<file path="config.mk">
export PLATFORM = sky130hd
export DESIGN_NAME = led_sel_gen
export DESIGN_NICKNAME = d
export VERILOG_FILES = /design/src/rtl/led_pkg.sv /design/src/rtl/debounce_vec.sv /design/src/rtl/led_sel_gen.sv
export SDC_FILE = /design/constraint.sdc
export NUM_CORES = 1
export LEC_CHECK = 0
export BUFFER_PORTS_ARGS = -buffer_cell sky130_fd_sc_hd__buf_2
export CELL_PAD_IN_SITES_DETAIL_PLACEMENT = 2
export CELL_PAD_IN_SITES_GLOBAL_PLACEMENT = 2
export CORE_ASPECT_RATIO = 1.75
export CORE_MARGIN = 4
export CORE_UTILIZATION = 44
export DETAILED_ROUTE_END_ITERATION = 6
export PLACE_DENSITY = 0.83
export RECOVER_POWER = 50
export SLEW_MARGIN = 20
export SYNTH_ARGS = -nofsm -noshare
export SYNTH_HDL_FRONTEND = slang
export SYNTH_HIERARCHICAL = 1
export SYNTH_SLANG_ARGS = --single-unit
</file>
<file path="constraint.sdc">
create_clock -name clk -period 4.55 [get_ports clk]
set_clock_uncertainty 0.2 [all_clocks]
set_input_delay 0.2275 -clock clk [delete_from_list [all_inputs] [get_ports clk]]
set_output_delay 0.2275 -clock clk [all_outputs]
set_load 0.005 [all_outputs]
</file>
<file path="src/rtl/led_pkg.sv">
// Shared definitions for the LED selection generator: mode encoding,
// default timing parameters and the selection code width.
package led_pkg;

    localparam int SEL_W           = 3;
    localparam int VEC_W           = 5;
    localparam int DB_CYCLES_DEF   = 1_000_000;
    localparam int STEP_CYCLES_DEF = 25_000_000;

    typedef enum logic [0:0] {
        MANUAL = 1'b0,
        AUTO   = 1'b1
    } state_e;

endpackage

</file>
<file path="src/rtl/debounce_vec.sv">
// Two-flop synchronizer followed by a vector-wide debouncer: the whole
// vector must hold one value for CYCLES+1 cycles before it is accepted.
module debounce_vec #(
    parameter int WIDTH  = 5,
    parameter int CYCLES = 4
) (
    input  logic             clk,
    input  logic             rst,
    input  logic [WIDTH-1:0] raw_i,
    output logic [WIDTH-1:0] db_o
);

    localparam int CNT_W = (CYCLES > 2) ? $clog2(CYCLES) : 1;
    localparam logic [CNT_W-1:0] CNT_MAX = CNT_W'(CYCLES - 1);

    logic [WIDTH-1:0] sync1_q;
    logic [WIDTH-1:0] sync2_q;
    logic [WIDTH-1:0] cand_q;
    logic [WIDTH-1:0] db_q;
    logic [CNT_W-1:0] cnt_q;

    // Any difference restarts the window; a full window copies the candidate out
    always_ff @(posedge clk or posedge rst) begin
        if (rst) begin
            sync1_q <= '0;
            sync2_q <= '0;
            cand_q  <= '0;
            cnt_q   <= '0;
            db_q    <= '0;
        end else begin
            sync1_q <= raw_i;
            sync2_q <= sync1_q;
            if (sync2_q != cand_q) begin
                cand_q <= sync2_q;
                cnt_q  <= '0;
            end else if (cnt_q != CNT_MAX) begin
                cnt_q <= cnt_q + 1'b1;
            end else begin
                db_q <= cand_q;
            end
        end
    end

    assign db_o = db_q;

endmodule

</file>
<file path="src/rtl/led_sel_gen.sv">
// Selection code generator for a 3-to-8 LED decoder: follows the debounced
// switches in manual mode, or steps up/down periodically in auto mode.
module led_sel_gen
    import led_pkg::*;
#(
    parameter int DB_CYCLES   = DB_CYCLES_DEF,
    parameter int STEP_CYCLES = STEP_CYCLES_DEF
) (
    input  logic             clk,
    input  logic             rst,
    input  logic [SEL_W-1:0] sw,
    input  logic             auto_en,
    input  logic             dir,
    output logic [SEL_W-1:0] sel,
    output logic             sel_chg
);

    localparam int STEP_W = (STEP_CYCLES > 2) ? $clog2(STEP_CYCLES) : 1;
    localparam logic [STEP_W-1:0] STEP_MAX = STEP_W'(STEP_CYCLES - 1);

    logic [VEC_W-1:0]  db_vec;
    logic [SEL_W-1:0]  sw_db;
    logic              auto_db;
    logic              dir_db;

    state_e            state_q, state_d;
    logic [STEP_W-1:0] step_q, step_d;
    logic [SEL_W-1:0]  sel_q, sel_d;
    logic              sel_chg_q;

    debounce_vec #(
        .WIDTH  (VEC_W),
        .CYCLES (DB_CYCLES)
    ) u_debounce (
        .clk   (clk),
        .rst   (rst),
        .raw_i ({dir, auto_en, sw}),
        .db_o  (db_vec)
    );

    assign sw_db   = db_vec[SEL_W-1:0];
    assign auto_db = db_vec[SEL_W];
    assign dir_db  = db_vec[SEL_W+1];

    // Leaving AUTO takes priority over a coincident step, so sel holds on the exit edge
    always_comb begin
        state_d = state_q;
        step_d  = step_q;
        sel_d   = sel_q;
        case (state_q)
            MANUAL: begin
                sel_d  = sw_db;
                step_d = '0;
                if (auto_db) begin
                    state_d = AUTO;
                end
            end
            AUTO: begin
                if (!auto_db) begin
                    state_d = MANUAL;
                    step_d  = '0;
                end else if (step_q == STEP_MAX) begin
                    step_d = '0;
                    sel_d  = dir_db ? (sel_q - SEL_W'(1)) : (sel_q + SEL_W'(1));
                end else begin
                    step_d = step_q + 1'b1;
                end
            end
            default: begin
                state_d = MANUAL;
                step_d  = '0;
            end
        endcase
    end

    always_ff @(posedge clk or posedge rst) begin
        if (rst) begin
            state_q   <= MANUAL;
            step_q    <= '0;
            sel_q     <= '0;
            sel_chg_q <= 1'b0;
        end else begin
            state_q   <= state_d;
            step_q    <= step_d;
            sel_q     <= sel_d;
            sel_chg_q <= (sel_d != sel_q);
        end
    end

    assign sel     = sel_q;
    assign sel_chg = sel_chg_q;

endmodule

</file>
# After elaboration in Yosys (flattened, before gate mapping)
# Index checks and enable logic that the tools add are counted.
# Widths: inputs -> output; s select.
# word_totals
output_inout_bits,4
wordCells,32
regBits,70
latchBits,0
n_memories,0
input_bits,7
rom_bits,0
mem_bits_rw,0
# op_classes
eq_ne,4
n_shift,0
n_bitwise,3
n_addsub,4
n_mul,0
magnitude_cmp,0
reduce_logical,2
mux,10
div_mod_pow,0
# ops
op,count
$mux 25,2
$pmux 25 s2,1
$mux 20,2
$add 25x1->25 const B,1
$eq 25x25->1 const B,1
$add 20x1->20 const B,1
$ne 20x20->1 const B,1
$mux 3,3
$pmux 3 s2,1
$ne 5x5->1,1
$add 3x1->3 const B,1
$ne 3x3->1,1
$not 1->1,3
$sub 3x1->3 const B,1
$reduce_and 2->1,1
$reduce_bool 2->1,1
$mux 1,1

# Logic depth before layout (Yosys ltp)
# Gate-level depths: netlist of run 1.
# depth
word_depth,6
mapped_depth,7

# Modules after synthesis
# The synthesis of run 1 kept the hierarchy.
# modules_own_cells
module,n_inst,cells_per_inst,seq_area_each_um2,area_per_inst_um2
debounce_vec,1,151,1001.0,1726.7
led_sel_gen,1,169,750.7,1569.0

# Worst setup path after synthesis of run 1
# No wires, ideal clock.
# synth_timing
path_type,register to register
start,register step_q[15]
end,"register sel_q[2], in the netlist sel[2]"
path_stages_with_launch,6
n_path_buf,1
t_arrival_ns,2.068
period_less_slack_ns,2.350
required_ns,4.268
setup_time_ns,0.082
path_slack_ns,2.200
path_cell_list,dfrtp_1 -> or4b_1 -> or4_1 -> buf_2 -> or4_1 -> a31oi_1
# synth_between
elab_chain_len,4
# synth_lines
element,line,text
from (decl),led_sel_gen.sv:27,"logic [STEP_W-1:0] step_q, step_d;"
from (signal assigned),led_sel_gen.sv:84,step_q <= step_d;
$eq 25x25->1,led_sel_gen.sv:62,end else if (step_q == STEP_MAX) begin
$mux 3,led_sel_gen.sv:62,
$mux 3,led_sel_gen.sv:59,if (!auto_db) begin
$pmux 3 s2,led_sel_gen.sv:50,case (state_q)
net sel_d[2],led_sel_gen.sv:28,"logic [SEL_W-1:0] sel_q, sel_d;"
to (signal assigned),led_sel_gen.sv:85,sel_q <= sel_d;
to (decl),led_sel_gen.sv:28,
# The timed path passes the listed nets, and every way through them passes these cells.
# A chain may end at the register's enable or synchronous reset.

# Worst setup path in the final report of run 1
# layout_timing
start,register step_q[15]
end,register step_q[11]
# layout_between
elab_chain_len,4
# layout_lines
element,line
$eq 25x25->1,led_sel_gen.sv:62
$mux 25,led_sel_gen.sv:62
$mux 25,led_sel_gen.sv:59
$pmux 25 s2,led_sel_gen.sv:50
net step_d[11],led_sel_gen.sv:27
# The timed path passes the listed nets, and every way through them passes these cells.

==> flow_summary_export.csv, run 1 <==
group,metric,value,unit
layout,areaGrowthSynthToFinish,14.0,%
min_path,hold_path.class,"reg -> reg",
global_routing,grt_first_pass_wirelength,16.1,mm
synthesis,synth_async_sr_flop_share,100,%
floorplan,core_area,7230,um^2
pwr,power-per-cell-area,360,nW/um^2
routing,drtAntennaViolNets,0,
synthesis,ys_seq_area_share,53.2,%
synthesis,synth.lib_cells_used.distinct,39,
routing,dr_total_vias,2602,
setup_path,crit_fanout,25,
synthesis,synth_area_leader_cell,"sky130_fd_sc_hd__dfrtp_1",
synthesis,synthMostInstantiatedCell,"sky130_fd_sc_hd__dfrtp_1",
floorplan,die_area,8990,um^2
routing,drc_errors,0,
placement,hpwl,6.06,mm
cts,clk_latency,350,ps
placement,buffer_ports.inserted,10,
synthesis,post-synth-top-area-fraction,53.2,%
synthesis,synth-seq-cells,70,
floorplan,dieWidth,73.4,um
layout,layout.nets,344,
status,outcome,"finished with violations",
routing,viasPerCell,6.12,
pwr,sequentialPowerShare,46.9,%
status,violations,"capacitance limit, slew limit",
setup_path,worstSetupStartpointType,"flip-flop",
pwr,combPwrFrac,2.4,%
sta,post_route_minimum_period,2700,ps
floorplan,top_level_i_o_count,11,
job,cap_violations,2,
sta,worst_slew_pin_tran,2160,ps
synthesis,netlist_area,3300,um^2
routing,detail_route.first_pass.iterations,4,
global_routing,grt_start_max_net_pins,41,
cts,cts_hold_buf,6,
synthesis,synth.cells.most_frequent,"sky130_fd_sc_hd__dfrtp_1 (70), sky130_fd_sc_hd__a21oi_1 (24), sky130_fd_sc_hd__nor2_1 (24)",
layout,finalCoreUtilization,51.9,%
layout,drive_gt1_share,10.6,%
setup_path,cp_data_arrival_time,2700,ps
sta,setup_total_negative_slack,0,ps
pwr,share_clk_of_total_power,50.7,%
sta,period_share,59.4,%
global_routing,globalRouteTotalUtil,24.5,%
pwr,p_leak,1.45,nW
synthesis,yosys_warnings,6,
sta,hold_violations,0,
cts,post_cts_resize_count,0,
routing,first_iter_violations,135,
sta,timing.fmax,370,MHz
synthesis,synth_top_flop_cell,"sky130_fd_sc_hd__dfrtp_1",
synthesis,synth.net_count,330,
setup_path,slowest_delay,670,ps
global_routing,gr-total-overflow,0,
pwr,p_switching,0.334,mW
routing,finalWirelength,9.61,mm
sta,maxSlewViolCount,72,
cts,cts_root_buf,"sky130_fd_sc_hd__clkbuf_16",
cts,clock_sinks,70,
cts,tritoncts,"yes",
synthesis,yosys-top-cells-area,"sky130_fd_sc_hd__dfrtp_1 (53%), sky130_fd_sc_hd__a21oi_1 (3.6%), sky130_fd_sc_hd__xnor2_1 (3.5%), sky130_fd_sc_hd__or4_1 (3.2%), sky130_fd_sc_hd__xor2_1 (3.2%)",
setup_path,critical_path_class,"reg -> reg",
cts,cts.htree.levels,3,
sta,maxSlewHeadroom,-44.0,%
setup_path,crit_required,4540,ps
cts,cts_setup_buffers,0,
cts,clk_transition_reported_paths,60,ps
pwr,internal_power,1.02,mW
setup_path,cp_slowest_cell,"sky130_fd_sc_hd__o211ai_4",
pwr,ir_drop,0.231,mV
sta,setup_viol,0,
setup_path,critical_path_buf_inv_count,0,
floorplan,initial_core_util,45.6,%
setup_path,path_cells,"or4b_1 -> or4_1 -> o211ai_4 -> nor2_1",
global_routing,number_of_global_route_vias_before_repair,2978,
layout,insertedDiodeCount,0,
pwr,power.switching_fraction,24.7,%
cts,number_of_buffers_inserted_during_clock_tree_synthesis,9,
floorplan,rows,41,
cts,cts_max_path_buffers,2,
synthesis,synth-edff-count,0,
setup_path,critical_path.top_delay_family,"simple AND/OR/NAND/NOR gates",
global_routing,grt_antenna_before_repair,0,
routing,wire_per_inst,22.6,um
synthesis,postSynthAreaPerCell,10.3,um^2
placement,routabilityCongestion,0.752,
setup_path,category_of_the_worst_setup_path_capture_point,"flip-flop",
floorplan,fp.dieH,122,um
synthesis,synthCells,320,
sta,rsz_0062_raised_after_global_routing,"false",
==> state kept, by name, summed over array words and instances, names as in the netlist <==
signal and count:
step_q 25, u_debounce/cnt_q 20, u_debounce/cand_q 5, u_debounce/db_o 5, u_debounce/sync1_q 5, u_debounce/sync2_q 5
sel 3, sel_chg 1, state_q 1
==> worst register-to-register path, delay by kind of cell (launching register included) <==
| family | cells | cell delay, ps |
|---|---|---|
| compound gates | 1 | 670 |
| flops | 1 | 420 |
| simple gates | 3 | 1280 |
==> metal layers <==
| layer | part of all wire (%) | global-route usage [%] | up-vias |
|---|---|---|---|
| met4 | 2.8 | 11.0 | 0 |
| met3 | 1.7 | 5.00 | 18 |
| met5 | 0 | 0 | - |
| met2 | 60 | 46.4 | 33 |
| met1 | 35 | 24.8 | 1366 |
| li1 | - | - | 1185 |
==> path summary, 6_finish.rpt <==
check | slack (ps) | cells past startpoint | from | end
worst max-delay path | 1850 | 4 | step_q[15] | step_q[11]
worst min-delay path | 160 | 0 | u_debounce/sync1_q[4] | u_debounce/sync2_q[4]
worst max register to register | 1850 | 4 | step_q[15] | step_q[11]
worst min register to register | 160 | 0 | u_debounce/sync1_q[4] | u_debounce/sync2_q[4]
max in group asynchronous | 1900 | 4 | rst | u_debounce/db_o[2]
min in group asynchronous | 800 | 4 | rst | step_q[2]
==> placed cells by master, fill, tap and decap left out, types with 3 or more instances in the layout <==
| master | synthesis | layout |
|---|---|---|
| sky130_fd_sc_hd__dfrtp_1 | 70 | 70 |
| sky130_fd_sc_hd__a21oi_1 | 24 | 24 |
| sky130_fd_sc_hd__nor2_1 | 24 | 24 |
| sky130_fd_sc_hd__nand2_1 | 20 | 20 |
| sky130_fd_sc_hd__nand3_1 | 19 | 19 |
| sky130_fd_sc_hd__or3_1 | 16 | 16 |
| sky130_fd_sc_hd__or4_1 | 14 | 14 |
| sky130_fd_sc_hd__xnor2_1 | 13 | 13 |
| sky130_fd_sc_hd__o21ai_0 | 12 | 12 |
| sky130_fd_sc_hd__xor2_1 | 12 | 12 |
| sky130_fd_sc_hd__inv_1 | 11 | 11 |
| sky130_fd_sc_hd__o31ai_1 | 11 | 11 |
| sky130_fd_sc_hd__clkbuf_16 | 0 | 9 |
| sky130_fd_sc_hd__buf_2 | 3 | 7 |
| sky130_fd_sc_hd__nand4_1 | 6 | 6 |
| sky130_fd_sc_hd__nor4_1 | 6 | 6 |
| sky130_fd_sc_hd__nor3_1 | 6 | 6 |
| sky130_fd_sc_hd__dlygate4sd3_1 | 0 | 6 |
| sky130_fd_sc_hd__clkbuf_1 | 13 | 5 |
| sky130_fd_sc_hd__mux2_2 | 5 | 5 |
| sky130_fd_sc_hd__nand3b_1 | 4 | 4 |
| sky130_fd_sc_hd__a31oi_1 | 4 | 4 |
| sky130_fd_sc_hd__inv_6 | 0 | 4 |
| sky130_fd_sc_hd__and3_1 | 3 | 3 |
| sky130_fd_sc_hd__a211oi_1 | 3 | 3 |
==> final cells by class <==
cell class | instances | area (um^2)
sequential | 70 | 1750
timing repair buffer | 19 | 121
inverter | 11 | 41.3
clock inverter | 7 | 61.3
clock buffer | 9 | 225
multi-input combinational | 223 | 1450
fill | 730 | 3480
tap | 86 | 108
==> logic make-up (layout without fill, tap and decap cells) <==
| logic type | Yosys count | in the layout | synth area share (%) |
|---|---|---|---|
| multiplexers | 7 | 7 | 2.32 |
| AO/OA/AOI/OAI | 58 | 58 | 10.6 |
| AND/OR/NAND/NOR | 130 | 130 | 22.8 |
| flip-flops | 70 | 70 | 53.2 |
| buffers and inverters | 27 | 46 | 3.19 |
| XOR/XNOR | 25 | 25 | 6.64 |
| adder cells (fa/ha/maj) | 3 | 3 | 1.37 |
==> stage by stage <==
step	setup WS (ps)	std cells	area, um^2	hold WS (ps)	total power [mW]
2_1_floorplan	2200	320	3300	58.9	0.663
3_3_place_gp	1640	403	3410	134	0.673
3_5_place_dp	1570	403	3410	137	0.675
4_1_cts	1510	425	3760	155	1.37
5_1_grt	1490	425	3760	170	1.40
6_report	1850	425	3760	160	1.35
==> power by group through the flow <==
stage	combinational, mW	clock (mW)	sequential [mW]
floorplan	0.0190	0	0.644
global placement	0.0283	0	0.645
global route	0.0370	0.729	0.635
detailed placement	0.0290	0	0.646
CTS	0.0335	0.698	0.634
finish	0.0327	0.687	0.635
(Power assumes the default switching activity.)
==> run 2: changes to the inputs <==
- CORE_UTILIZATION: 44 -> 37
- PLACE_DENSITY: 0.83 -> 0.74
- clock period: 4.55 -> 2.3 ns (I/O delays scaled with it)
==> run 2 against run 1 <==
The flow finishes with violations (setup timing). Flip-flop and latch count did not move. Core utilization fell by 3.4 points. Sequential power rose by 97%. Die area rose by 17%. Clock power rose by 120%. Global-route usage fell by 4.1 points. Sequential share of layout area fell by 5.0 points. Power rose by 110%. Routed wire length rose by 2.7%. Critical path depth did not move. Highest routed layer unchanged.
==> flow_summary_export.csv, run 2 (same netlist as run 1, synthesis figures left out) <==
group,metric,value,unit
global_routing,grt_start_max_net_pins,41,
cts,cts_root_buf,"sky130_fd_sc_hd__clkbuf_16",
layout,largest_register_ff_count,25,
routing,finalWirelength,9.88,mm
routing,routedLengthMet1,3.69,mm
setup_path,cp_slowest_cell,"sky130_fd_sc_hd__or4b_1",
cts,clk_latency,340,ps
floorplan,initial_core_util,38.0,%
layout,most-common-layout-cells,"sky130_fd_sc_hd__dfrtp_1 (70), sky130_fd_sc_hd__buf_4 (41), sky130_fd_sc_hd__nor2_1 (24)",
pwr,ir_drop,0.505,mV
cts,clk_transition_reported_paths,60,ps
placement,buffer_ports.inserted,10,
status,violations,"setup timing",
placement,routabilityCongestion,0.731,
global_routing,grt_first_pass_wirelength,16.5,mm
cts,tritoncts,"yes",
layout,biggestRegsByFlops,"step_q x25, u_debounce/cnt_q x20",
cts,cts.htree.levels,3,
min_path,hold_path.class,"in -> async",
routing,detail_route.first_pass.iterations,4,
cts,cts_max_path_buffers,2,
sta,post-route-worst-setup-slack,-99.5,ps
cts,number_of_buffers_inserted_during_clock_tree_synthesis,9,
routing,viasPerCell,5.56,
setup_path,category_of_the_worst_setup_path_capture_point,"flip-flop",
sta,maxSlewViolCount,0,
setup_path,path_cells,"or4b_1 -> or4_4 -> or4_1 -> a31oi_1",
sta,post_route_minimum_period,2400,ps
sta,worst_slew_pin_tran,1030,ps
routing,dr.max_layer_used,"met4",
setup_path,crit_fanout,6,
status,outcome,"finished with violations",
sta,timing.fmax,417,MHz
layout,largest-register,"step_q",
cts,clock_sinks,70,
routing,drc_errors,0,
global_routing,number_of_global_route_vias_before_repair,3146,
floorplan,dieWidth,79.3,um
routing,wl_met3,163,um
placement,pre_cts_ws,-183,ps
routing,wire_per_inst,19.9,um
setup_path,critical_path.top_delay_family,"simple AND/OR/NAND/NOR gates",
global_routing,gr-total-overflow,0,
routing,met2_wirelength,5.72,mm
pwr,p_leak,1.70,nW
setup_path,critical_path_buf_inv_count,0,
global_routing,globalRouteTotalUtil,20.4,%
setup_path,worstSetupStartpointType,"flip-flop",
layout,stdcell_count,496,
layout,layout.nets,384,
sta,setup_total_negative_slack,-1400,ps
floorplan,rows,45,
sta,rsz_0062_raised_after_global_routing,"true",
setup_path,cp_data_arrival_time,2450,ps
sta,period_share,104,%
job,cap_violations,0,
setup_path,slowest_delay,520,ps
routing,dr_total_vias,2757,
layout,finalCoreUtilization,48.5,%
setup_path,crit_required,2350,ps
floorplan,core_area,8670,um^2
layout,insertedDiodeCount,0,
layout,areaGrowthSynthToFinish,27.6,%
floorplan,fp.dieH,133,um
sta,setup_viol,28,
routing,first_iter_violations,115,
layout,leading_cell_type_in_the_layout_fill_and_taps_excluded,"sky130_fd_sc_hd__dfrtp_1",
floorplan,top_level_i_o_count,11,
pwr,power-per-cell-area,681,nW/um^2
setup_path,critical_path_class,"reg -> reg",
global_routing,grt_antenna_before_repair,0,
routing,drtAntennaViolNets,0,
placement,hpwl,6.41,mm
sta,maxSlewHeadroom,31.1,%
layout,drive_gt1_share,23.5,%
floorplan,die_area,10500,um^2
placement,post-place-cells,467,
sta,hold_violations,0,
[run 2: changes by cell type in the layout (fill, tap and decap cells not counted), sizes merged]
cell	before	now
buf	8	51
bufinv	0	2
clkbuf	14	11
clkinv	0	2
clkinvlp	2	0
inv	16	14
[run 2: final timing paths]
check,from,endpoint,slack [ps],cells after the start
hold reg to reg,u_debounce/sync1_q[2],u_debounce/sync2_q[2],150,0
min in group clk,u_debounce/sync1_q[2],u_debounce/sync2_q[2],150,0
hold / removal,rst,step_q[3],150,3
max in group asynchronous,rst,u_debounce/db_o[0],780,4
setup reg to reg,step_q[15],sel[2],-100,4
setup / recovery,step_q[15],sel[2],-100,4
[run 2: final cells by class]
cell class              instances  area [um^2]
clock inverters                 7          104
clock buffers                   9          225
flip-flops and latches         70         1750
fillers                       894         4460
inverters                      11         41.3
multi-input cells             223         1500
well taps                     117          146
repair buffers                 59          442
[run 2: report_power, final]
group | switching, mW | internal (mW) | leakage (nW)
registers | 0.00811 | 1.25 | 0.944
logic | 0.0473 | 0.0240 | 0.591
clock network | 0.576 | 0.964 | 0.161
[run 2: metal layers]
metal / GRT usage [%] / up-vias
li1: - / 1265
met1: 21.8 / 1436
met2: 38.3 / 30
met3: 3.20 / 26
met4: 8.70 / 0
met5: 0 / -
[run 2: tightest hold or removal path: stages]
cell,delay (ps)
sky130_fd_sc_hd__dlygate4sd3_1,540
sky130_fd_sc_hd__clkbuf_1,110
sky130_fd_sc_hd__inv_1,350
[run 2: stage by stage]
stage,power [mW],instance area (um^2),hold WS [ps]
finish,2.87,4210,146
global route,2.97,4210,170
CTS,2.90,4120,154
detailed placement,1.34,3710,-37.9
global placement,1.34,3710,-38.6
floorplan,1.31,3300,-53.6
[run 2: what timing repair did]
| item | 4_1_cts | 5_1_grt |
|---|---|---|
| pin swaps | 0 | 3 |
| buffers inserted | 0 | 7 |
| gates resized for setup | 4 | 7 |
| hold buffers | 6 | 0 |
| hold endpoints to repair | 56 | 0 |
| setup endpoints to repair | 30 | 32 |
